$ cat src/rtl/proc_pkg.sv
// Shared types for the instruction-fetch path.
// State encoding and default widths.
package proc_pkg;

    localparam int ADDR_W_DEF = 5;
    localparam int DATA_W_DEF = 16;

    typedef enum logic [2:0] {
        IDLE,
        FETCH,
        ISSUE,
        WAIT_DONE,
        ADVANCE,
        HALT
    } state_e;

endpackage

$ cat src/rtl/edge_detect.sv
// One-bit rising-edge detector for pushbutton-style inputs.
// rise is high for the first cycle that d is seen high.
module edge_detect (
    input  logic Clock,
    input  logic Reset,
    input  logic d,
    output logic rise
);

    logic d_q;

    // Remember the previous level of d.
    always_ff @(posedge Clock or posedge Reset) begin
        if (Reset) begin
            d_q <= 1'b0;
        end else begin
            d_q <= d;
        end
    end

    assign rise = d & ~d_q;

endmodule

$ cat src/rtl/fetch_sequencer.sv
// Instruction-fetch sequencer between a synchronous ROM and the core.
// Waits out read latency, then hands the word over with Run/Done.
module fetch_sequencer
    import proc_pkg::*;
#(
    parameter int ADDR_W      = ADDR_W_DEF,
    parameter int DATA_W      = DATA_W_DEF,
    parameter int MEM_LATENCY = 1,
    parameter int LAST_ADDR   = 2**ADDR_W - 1,
    parameter int WRAP        = 1
) (
    input  logic              Clock,
    input  logic              Reset,
    input  logic              Step,
    input  logic              Auto,
    input  logic              LoadAddr,
    input  logic [ADDR_W-1:0] LoadValue,
    input  logic [DATA_W-1:0] MemData,
    input  logic              Done,
    output logic [ADDR_W-1:0] Addr,
    output logic [DATA_W-1:0] Instr,
    output logic              Run,
    output logic              Busy,
    output logic              Halted,
    output logic [15:0]       InstrCount
);

    localparam int LAT_W = 3;
    localparam logic [LAT_W-1:0] LAT_LAST = LAT_W'(MEM_LATENCY - 1);
    localparam logic [ADDR_W-1:0] LAST = ADDR_W'(LAST_ADDR);

    state_e            state_q, state_d;
    logic [ADDR_W-1:0] addr_q, addr_d;
    logic [DATA_W-1:0] instr_q, instr_d;
    logic              run_q, run_d;
    logic [15:0]       cnt_q, cnt_d;
    logic [LAT_W-1:0]  lat_q, lat_d;
    logic              step_go;

    // Step is edge-qualified everywhere so a held button fetches once.
    edge_detect u_step_edge (
        .Clock (Clock),
        .Reset (Reset),
        .d     (Step),
        .rise  (step_go)
    );

    // State and datapath registers.
    always_ff @(posedge Clock or posedge Reset) begin
        if (Reset) begin
            state_q <= IDLE;
            addr_q  <= '0;
            instr_q <= '0;
            run_q   <= 1'b0;
            cnt_q   <= '0;
            lat_q   <= '0;
        end else begin
            state_q <= state_d;
            addr_q  <= addr_d;
            instr_q <= instr_d;
            run_q   <= run_d;
            cnt_q   <= cnt_d;
            lat_q   <= lat_d;
        end
    end

    // Next-state, address, capture and handshake logic.
    always_comb begin
        state_d = state_q;
        addr_d  = addr_q;
        instr_d = instr_q;
        run_d   = run_q;
        cnt_d   = cnt_q;
        lat_d   = lat_q;
        case (state_q)
            IDLE: begin
                if (LoadAddr) begin
                    addr_d = LoadValue;
                end else if (step_go || Auto) begin
                    state_d = FETCH;
                    lat_d   = '0;
                end
            end
            FETCH: begin
                if (lat_q == LAT_LAST) begin
                    instr_d = MemData;
                    state_d = ISSUE;
                end else begin
                    lat_d = lat_q + LAT_W'(1);
                end
            end
            ISSUE: begin
                run_d   = 1'b1;
                state_d = WAIT_DONE;
            end
            WAIT_DONE: begin
                if (Done) begin
                    run_d   = 1'b0;
                    cnt_d   = cnt_q + 16'd1;
                    state_d = ADVANCE;
                end
            end
            ADVANCE: begin
                if (addr_q != LAST) begin
                    addr_d  = addr_q + ADDR_W'(1);
                    state_d = IDLE;
                end else if (WRAP != 0) begin
                    addr_d  = '0;
                    state_d = IDLE;
                end else begin
                    state_d = HALT;
                end
            end
            HALT: begin
                if (LoadAddr) begin
                    addr_d  = LoadValue;
                    state_d = IDLE;
                end
            end
            default: begin
                state_d = IDLE;
            end
        endcase
    end

    assign Addr       = addr_q;
    assign Instr      = instr_q;
    assign Run        = run_q;
    assign InstrCount = cnt_q;
    assign Busy       = (state_q != IDLE) && (state_q != HALT);
    assign Halted     = (state_q == HALT);

endmodule
$ cat config.mk
export PLATFORM = sky130hd
export DESIGN_NAME = fetch_sequencer
export DESIGN_NICKNAME = d
export VERILOG_FILES = /design/src/rtl/proc_pkg.sv /design/src/rtl/edge_detect.sv /design/src/rtl/fetch_sequencer.sv
export SDC_FILE = /design/constraint.sdc
export NUM_CORES = 1
export LEC_CHECK = 0
export ABC_AREA = 1
export CAP_MARGIN = 20
export CORE_MARGIN = 2
export CORE_UTILIZATION = 51
export DETAILED_ROUTE_END_ITERATION = 6
export HOLD_SLACK_MARGIN = 0.1
export PLACE_DENSITY = 0.92
export SLEW_MARGIN = 20
export SYNTH_ARGS = -nofsm -noshare
export SYNTH_HDL_FRONTEND = slang
export SYNTH_SLANG_ARGS = --single-unit
$ cat constraint.sdc
create_clock -name Clock -period 4 [get_ports Clock]
set_input_delay 0.8 -clock Clock [delete_from_list [all_inputs] [get_ports Clock]]
set_output_delay 0.8 -clock Clock [all_outputs]
set_load 0.005 [all_outputs]
==> results.py, run 1 <==
metrics = {
    "drt": {
        "first_pass_iters": 4,
        "vias": 2098,
        "wl_met2_mm": 2.68,
        "via_per_inst": 5.14,
        "m1WireLength_mm": 2.16,
        "route.detailed.drc": 0,
        "drt_iter0_drc": 158,
        "topRoutingLayerUsed": "met4",
        "ant_nets": 0,
        "wl_mm": 5.24,
        "met3_length_microns": 321,
        "routedWlPerCell_microns": 12.8,
    },
    "logic_synthesis": {
        "ys_seq_area_share_pct": 49.5,
        "yosys.cell_count.top_type": "nand2_1",
        "synthTopCellsByCount": "nand2_1, dfrtp_1, inv_1, nand3_1, nor2_1",
        "syn_area_per_cell_sq_um": 7.96,
        "synth.top_cells.by_area": "dfrtp_1, nand2_1, nand3_1",
        "synth_warnings": 0,
        "yosys.area.top_type": "dfrtp_1",
        "synthCells": 286,
        "synth_cell_types": 24,
        "syn_area_sq_um": 2280,
        "synthMuxAreaShare_pct": 0,
        "synthFlopType": "dfrtp_1",
        "syn_nets": 318,
        "synthArstFlopShare_pct": 100,
        "synth_xor_area_share_pct": 5.00,
        "synth-simple-area-share_pct": 34.2,
        "synth_compound_area_share_pct": 2.36,
        "synth_fa_ha_area_share_pct": 2.75,
        "synth.top_cell.area_share_pct": 49.5,
        "ys_seq_elements": 45,
        "synth_top_family_by_area": "simple AND/OR/NAND/NOR gates",
        "synth_edf_count": 0,
    },
    "global_routing": {
        "grt_max_degree": 46,
        "grt.overflow.total": 0,
        "antenna_found_initial": 0,
        "grt_pass1_vias": 2010,
        "grt_use_total_pct": 22.1,
        "grt_pass1_wl_mm": 8.88,
    },
    "power_and_ir_drop": {
        "seqPwrFrac_pct": 38.3,
        "p_int_mw": 1.19,
        "comb_power_share_pct": 46.7,
        "power_density_nw_per_um2": 635,
        "p_switching_mw": 0.766,
        "p_sw_share_pct": 39.2,
        "clkPwrFrac_pct": 15.0,
        "leakage_nw": 1.53,
        "ir_drop_mv": 0.429,
    },
    "placed_design": {
        "place_area_sq_um": 2980,
        "hpwl_mm": 3.83,
        "gp_congestion": 0.894,
        "portBuffers": 66,
    },
    "sta": {
        "fin_setup_tns_ps": 0,
        "rsz0062_at_grt": "false",
        "timing.final.crit_period_ps": 2600,
        "fmax_mhz": 385,
        "timing.hold.ws_ps": 476,
        "period_share_pct": 64.9,
        "relSlewSlack_pct": 39.1,
        "slew_viol_final": 0,
        "max_slew.worst_pin.slew_ps": 912,
        "hold_violations": 0,
        "skew_ps": 8.38,
        "report.final.setup_viol": 0,
    },
    "floorplan": {
        "fp.coreArea_sq_um": 4320,
        "initial_utilization_pct": 52.7,
        "die_w_microns": 70.8,
        "die_area_sq_um": 5020,
        "io_pins": 67,
        "die_y_microns": 70.8,
        "core.rowCount": 24,
    },
    "clock_tree": {
        "cts.clk_slew.worst_paths_ps": 90,
        "insertion_delay_ps": 290,
        "cts_resized": 0,
        "clock_path_buffers": 2,
        "clock_sinks": 45,
        "tritoncts": "yes",
        "numCtsBuffers": 5,
        "htreeDepth": 2,
        "cts_setup_buffers": 0,
        "cts_root_buf": "clkbuf_8",
        "ctsHoldBuffers": 0,
    },
    "critical_path": {
        "crit_type": "reg2out",
        "cp_max_fo": 8,
        "worstSetupStartpointType": "register",
        "end_kind": "output pin",
        "crit_required_ps": 3200,
        "cp.arrival_ps": 1800,
    },
    "final_layout": {
        "final_util_pct": 71.1,
        "diodes": 0,
        "area_growth_pct": 35.0,
        "nNetsFinal": 387,
        "drive_above_1_share_pct": 5.90,
        "fin_area_sq_um": 3070,
    },
    "job": {
        "cap_violations": 0,
    },
    "min_path": {
        "hold_path_class": "reg2reg",
    },
    "status": {
        "status": "completed",
    },
}
routing by layer:
| metal | vias up | GRT usage (%) |
|---|---|---|
| li1 | 1030 | - |
| met1 | 995 | 26.8 |
| met2 | 62 | 39.1 |
| met3 | 11 | 5.27 |
| met4 | 0 | 6.29 |
| met5 | - | 0 |
sequential cells by signal, summed over array words and instances, names as in the netlist:
signal / cells
Addr: 5
Instr: 16
InstrCount: 16
Run: 1
lat_q: 3
state_q: 3
u_step_edge.d_q: 1
cell families after synthesis:
| kind of cell | count (synthesis) |
|---|---|
| simple gates | 181 |
| compound gates | 7 |
| buf+inv | 35 |
| fa+ha+maj | 5 |
| xor+xnor | 13 |
| flops | 45 |
worst max-delay path: stages (launching register included):
cell	delay, ps
dfrtp_1	470
nor2_1	190
nand2_1	110
nand2_2	160
inv_1	120
clkdlybuf4s50_1	460
final cells by class:
cell class / count / area [sq um]
Timing Repair Buffer: 66 / 661
Fill cell: 359 / 1250
Clock buffer: 6 / 82.6
Sequential cell: 45 / 1130
Multi-Input combinational cell: 206 / 1010
Inverter: 31 / 116
Clock inverter: 2 / 13.8
Tap cell: 52 / 65.1
path summary, 6_finish.rpt:
path                                         to  slack (ps)  depth (start not counted)                   start
max                                        Busy        1400                          5  state_q[0]$_DFFE_PP0P_
min                        Instr[2]$_DFFE_PP0P_         480                          2    Instr[2]$_DFFE_PP0P_
max reg2reg                lat_q[2]$_DFFE_PP0P_        1960                          8    lat_q[0]$_DFFE_PP0P_
min reg2reg                Instr[2]$_DFFE_PP0P_         480                          2    Instr[2]$_DFFE_PP0P_
max in group asynchronous   Addr[0]$_DFFE_PP0P_        2400                          2                   Reset
min in group asynchronous  Instr[3]$_DFFE_PP0P_        1030                          2                   Reset
per-stage QoR:
step           setup slack [ps]  power (mW)  instances
5_1_grt                    1290        2.11        408
2_1_floorplan              2140        1.25        286
6_report                   1400        1.95        408
4_1_cts                    1390        1.97        408
3_5_place_dp               1730        1.67        400
3_3_place_gp               1790        1.62        400
power by group through the flow:
stage	clock (mW)	sequential (mW)	combinational [mW]
2_1_floorplan	0	0.735	0.514
3_3_place_gp	0	0.744	0.873
3_5_place_dp	0	0.752	0.915
4_1_cts	0.297	0.748	0.921
5_1_grt	0.312	0.770	1.02
6_report	0.293	0.747	0.913
placed cells by master, fill, tap and decap left out, drive strengths merged:
| cell | instances |
|---|---|
| o21bai | 1 |
| xnor2 | 5 |
| xor2 | 8 |
| dfrtp | 45 |
| a31oi | 2 |
| nand4 | 10 |
| clkdlybuf4s50 | 66 |
| ha | 5 |
| nand2 | 112 |
| a21boi | 1 |
| nand3 | 28 |
| nand3b | 1 |
| o21ai | 3 |
| nor3 | 2 |
| nor2 | 28 |
| clkinv | 2 |
| inv | 31 |
| clkbuf | 6 |
Note: power is estimated with default switching activity, not from simulation.
==> run 2: changes to the inputs <==
--- a/config.mk
+++ b/config.mk
@@ -8,10 +8,10 @@
 export ABC_AREA = 1
 export CAP_MARGIN = 20
 export CORE_MARGIN = 2
-export CORE_UTILIZATION = 51
+export CORE_UTILIZATION = 47
 export DETAILED_ROUTE_END_ITERATION = 6
 export HOLD_SLACK_MARGIN = 0.1
-export PLACE_DENSITY = 0.92
+export PLACE_DENSITY = 0.87
 export SLEW_MARGIN = 20
 export SYNTH_ARGS = -nofsm -noshare
 export SYNTH_HDL_FRONTEND = slang
==> constraint.sdc (replaced) <==
create_clock -name Clock -period 2.6 [get_ports Clock]
set_input_delay 0.52 -clock Clock [delete_from_list [all_inputs] [get_ports Clock]]
set_output_delay 0.52 -clock Clock [all_outputs]
set_load 0.005 [all_outputs]
==> results.py, run 2 (synthesized netlist as in run 1, its figures left out) <==
metrics = {
    "status": {
        "status": "completed",
    },
    "drt": {
        "routedWlPerCell_microns": 12.3,
        "wl_mm": 5.06,
        "via_per_inst": 5.11,
        "vias": 2110,
        "ant_nets": 0,
        "route.detailed.drc": 0,
        "drt_iter0_drc": 96,
        "first_pass_iters": 4,
    },
    "final_layout": {
        "diodes": 0,
        "final_cell_mix": "nand2_1, clkdlybuf4s50_1, dfrtp_1",
        "area_growth_pct": 37.0,
        "drive_above_1_share_pct": 6.41,
        "layout_commonest_cell": "nand2_1",
        "nNetsFinal": 390,
    },
    "critical_path": {
        "worstRegToRegCells": 7,
        "rrSetupSlack_ps": 820,
        "reg2reg_from": "state_q[1]$_DFFE_PP0P_",
        "crit_slowest_cell": "clkdlybuf4s50_1",
        "path_cells": "nor2_1 > nand2_1 > nand2_2 > inv_1 > clkdlybuf4s50_1",
        "crit_required_ps": 2080,
        "cp_slowest_stage_delay_ps": 520,
        "reg2reg_to": "lat_q[2]$_DFFE_PP0P_",
        "cp_max_fo": 8,
        "worstSetupStartpointType": "register",
        "end_kind": "output pin",
        "cp.arrival_ps": 1800,
        "crit_type": "reg2out",
    },
    "sta": {
        "period_share_pct": 89.3,
        "timing.final.crit_period_ps": 2320,
        "relSlewSlack_pct": 76.8,
        "hold_violations": 0,
        "rsz0062_at_grt": "false",
        "fmax_mhz": 431,
        "report.final.setup_viol": 0,
        "fin_setup_tns_ps": 0,
        "slew_viol_final": 0,
        "max_slew.worst_pin.slew_ps": 348,
        "skew_ps": 7.91,
    },
    "clock_tree": {
        "cts_resized": 0,
        "insertion_delay_ps": 300,
        "cts.clk_slew.worst_paths_ps": 80,
        "cts_setup_buffers": 0,
        "cts_root_buf": "clkbuf_8",
        "htreeDepth": 2,
        "clock_path_buffers": 2,
        "tritoncts": "yes",
        "clock_sinks": 45,
        "numCtsBuffers": 5,
        "ctsHoldBuffers": 0,
    },
    "global_routing": {
        "grt.overflow.total": 0,
        "grt_pass1_wl_mm": 8.74,
        "grt_pass1_vias": 2033,
        "grt_use_total_pct": 20.6,
        "grt_max_degree": 20,
        "antenna_found_initial": 0,
    },
    "power_and_ir_drop": {
        "leakage_nw": 1.55,
        "power_density_nw_per_um2": 993,
        "ir_drop_mv": 0.682,
        "finalPower_mw": 3.10,
    },
    "floorplan": {
        "die_w_microns": 73.6,
        "core.rowCount": 25,
        "fp.coreArea_sq_um": 4690,
        "die_y_microns": 73.6,
        "initial_utilization_pct": 48.5,
        "io_pins": 67,
        "die_area_sq_um": 5420,
    },
    "placed_design": {
        "portBuffers": 66,
        "hpwl_mm": 3.81,
        "gp_congestion": 0.855,
    },
    "min_path": {
        "min_path_cells": 2,
        "min_from": "Instr[15]$_DFFE_PP0P_",
        "min_to": "Instr[15]$_DFFE_PP0P_",
        "hold_path_class": "reg2reg",
    },
    "job": {
        "cap_violations": 0,
    },
}
==> run 2: changes by cell type in the layout (fill, tap and decap cells not counted) <==
cell and change:
bufinv_16 +1, clkbuf_1 +1, buf_4 +3, clkinv_4 -1
clkinv_2 -1
==> run 2: power by group <==
group | switching, mW | internal [mW]
Sequential | 0.218 | 0.941
Combinational | 0.712 | 0.682
Clock | 0.232 | 0.313
Total | 1.16 | 1.94
==> run 2: how the worst max path moves through the flow <==
| stage | start | end | slack [ps] |
|---|---|---|---|
| after floorplan | Reset | Addr[0]$_DFFE_PP0P_ | 1020 |
| after global placement | state_q[0]$_DFFE_PP0P_ | Busy | 680 |
| after detailed placement | state_q[0]$_DFFE_PP0P_ | Busy | 600 |
| after CTS | state_q[0]$_DFFE_PP0P_ | Busy | 260 |
| after global routing | state_q[0]$_DFFE_PP0P_ | Busy | 140 |
| final | state_q[0]$_DFFE_PP0P_ | Busy | 280 |
==> run 2: critical path, delay by kind of cell, from the launching register on <==
| kind | cells | cell delay (ps) |
|---|---|---|
| flip-flops | 1 | 500 |
| buffers and inverters | 2 | 680 |
| AND/OR/NAND/NOR | 3 | 340 |
==> run 2: metal layers <==
metal	global-route usage, %	routed length [microns]
met5	0	0
met4	5.25	49
met3	6.04	361
met2	36.2	2580
met1	24.7	2080
==> run 2: area by class of cell <==
class / instances / area (sq um)
clock buffer: 7 / 86.3
sequential: 45 / 1130
timing repair buffer: 69 / 683
inverter: 31 / 116
clock inverter: 1 / 30.0
tap: 54 / 67.6
multi-input combinational: 206 / 1010
fill: 394 / 1570
==> run 2: through the flow <==
stage	std cells	worst slack [ps]	instance area (sq um)	hold WS (ps)	util, %
after detailed placement	405	604	3000	457	64.0
final	413	277	3120	473	66.5
after global placement	405	677	3000	454	64.0
after CTS	413	264	3120	477	66.5
after floorplan	286	1020	2280	465	-
after global routing	413	137	3120	501	66.5
==> run 3: changes to the inputs <==
--- a/config.mk
+++ b/config.mk
@@ -7,8 +7,10 @@
 export LEC_CHECK = 0
 export ABC_AREA = 1
 export CAP_MARGIN = 20
+export CELL_PAD_IN_SITES_DETAIL_PLACEMENT = 1
+export CELL_PAD_IN_SITES_GLOBAL_PLACEMENT = 1
 export CORE_MARGIN = 2
-export CORE_UTILIZATION = 47
+export CORE_UTILIZATION = 34
 export DETAILED_ROUTE_END_ITERATION = 6
 export HOLD_SLACK_MARGIN = 0.1
 export PLACE_DENSITY = 0.87
==> results.py, run 3 (synthesized netlist as in run 1, its figures left out) <==
metrics = {
    "status": {
        "status": "finished with violations",
        "violations": "DRC",
    },
    "global_routing": {
        "grtUsageMet3_pct": 4.43,
        "grt.busiest_layer": "met2",
        "grt_pass1_vias": 2262,
        "grt_max_degree": 24,
        "grt_use_total_pct": 17.1,
        "met2_usage_pct": 29.5,
        "grt.overflow.total": 0,
        "use_met1_pct": 21.9,
        "antenna_found_initial": 0,
        "grt_pass1_wl_mm": 10.3,
    },
    "floorplan": {
        "die_w_microns": 85.8,
        "core.rowCount": 29,
        "fp.coreArea_sq_um": 6420,
        "io_pins": 67,
        "die_area_sq_um": 7370,
        "initial_utilization_pct": 35.5,
        "die_y_microns": 85.8,
    },
    "placed_design": {
        "portBuffers": 66,
        "hpwl_mm": 4.55,
        "gp_congestion": 0.818,
    },
    "min_path": {
        "min_path_cells": 2,
        "min_to": "Instr[3]$_DFFE_PP0P_",
        "min_from": "Instr[3]$_DFFE_PP0P_",
        "hold_path_class": "reg2reg",
    },
    "power_and_ir_drop": {
        "ir_drop_mv": 0.525,
        "leakage_nw": 1.53,
        "power_density_nw_per_um2": 969,
    },
    "final_layout": {
        "final_cell_mix": "nand2_1, clkdlybuf4s50_1, dfrtp_1",
        "area_growth_pct": 36.9,
        "layout_commonest_cell": "nand2_1",
        "seq_area_sq_um": 1130,
        "drive_above_1_share_pct": 6.15,
        "num-fill-cells": 790,
        "nNetsFinal": 390,
        "diodes": 0,
        "multi_input_area_sq_um": 1010,
    },
    "sta": {
        "max_slew.worst_pin.slew_ps": 501,
        "hold_violations": 0,
        "skew_ps": 6.96,
        "relSlewSlack_pct": 66.6,
        "timing.hold.ws_ps": 476,
        "timing.final.crit_period_ps": 2360,
        "rsz0062_at_grt": "false",
        "slew_viol_final": 0,
        "fin_setup_tns_ps": 0,
        "period_share_pct": 90.7,
        "report.final.setup_viol": 0,
        "fmax_mhz": 424,
    },
    "clock_tree": {
        "insertion_delay_ps": 290,
        "cts.clk_slew.worst_paths_ps": 80,
        "htreeDepth": 2,
        "cts_resized": 0,
        "tritoncts": "yes",
        "numCtsBuffers": 5,
        "cts_root_buf": "clkbuf_8",
        "cts_setup_buffers": 0,
        "ctsHoldBuffers": 0,
        "clock_sinks": 45,
        "clock_path_buffers": 2,
    },
    "critical_path": {
        "worstRegToRegCells": 7,
        "cp.arrival_ps": 1840,
        "reg2reg_from": "state_q[1]$_DFFE_PP0P_",
        "rrSetupSlack_ps": 780,
        "worstSetupStartpointType": "register",
        "reg2reg_to": "lat_q[2]$_DFFE_PP0P_",
        "end_kind": "output pin",
        "crit_type": "reg2out",
        "cp_max_fo": 8,
        "crit_required_ps": 2080,
    },
    "drt": {
        "ant_nets": 0,
        "first_pass_iters": 7,
        "route.detailed.drc": 5,
        "vias": 2088,
        "drt_iter0_drc": 65,
        "wl_mm": 5.87,
        "routedWlPerCell_microns": 13.5,
        "via_per_inst": 4.80,
    },
    "job": {
        "cap_violations": 0,
    },
}
[run 3: how the worst max path moves through the flow]
stage                                start                  end  slack (ps)  depth (start not counted)
floorplan                            Reset  Addr[0]$_DFFE_PP0P_        1020                          1
global route        state_q[0]$_DFFE_PP0P_                 Busy          90                          5
detailed placement  state_q[0]$_DFFE_PP0P_                 Busy         540                          5
CTS                 state_q[0]$_DFFE_PP0P_                 Busy         210                          5
finish              state_q[0]$_DFFE_PP0P_                 Busy         240                          5
global placement    state_q[0]$_DFFE_PP0P_                 Busy         660                          5
[run 3: critical path: stages (launching register included)]
cell and delay [ps]:
dfrtp_1 470, nor2_1 210, nand2_1 110, nand2_2 180, inv_1 120, clkdlybuf4s50_1 460
[run 3: power by group]
| group | internal [mW] | switching [mW] | leakage (nW) | total [mW] |
|---|---|---|---|---|
| clock network | 0.211 | 0.227 | 0.0443 | 0.439 |
| logic | 0.683 | 0.746 | 0.911 | 1.43 |
| registers | 0.941 | 0.215 | 0.578 | 1.16 |
| total | 1.83 | 1.19 | 1.53 | 3.02 |
[run 3: through the flow]
| stage | setup slack (ps) | total power, mW | utilization [%] | instances | area (sq um) |
|---|---|---|---|---|---|
| after floorplan | 1020 | 1.92 | - | 286 | 2280 |
| after global placement | 655 | 2.56 | 47.2 | 428 | 3030 |
| after detailed placement | 541 | 2.63 | 47.2 | 428 | 3030 |
| after CTS | 206 | 3.08 | 48.5 | 435 | 3120 |
| after global routing | 88.2 | 3.30 | 48.5 | 435 | 3120 |
| final | 241 | 3.02 | 48.5 | 435 | 3120 |
[run 3: cell type report]
class	count	area share [%]
inverter	31	3.73
clock buffer	7	2.77
sequential	45	36.1
timing repair buffer	69	21.9
multi-input combinational	206	32.4
tap	77	3.09
[run 3: layer usage]
| metal | part of all wire, % | routed length, microns |
|---|---|---|
| met1 | 45 | 2660 |
| met2 | 49 | 2860 |
| met3 | 5.2 | 307 |
| met4 | 0.65 | 38 |
| met5 | 0 | 0 |
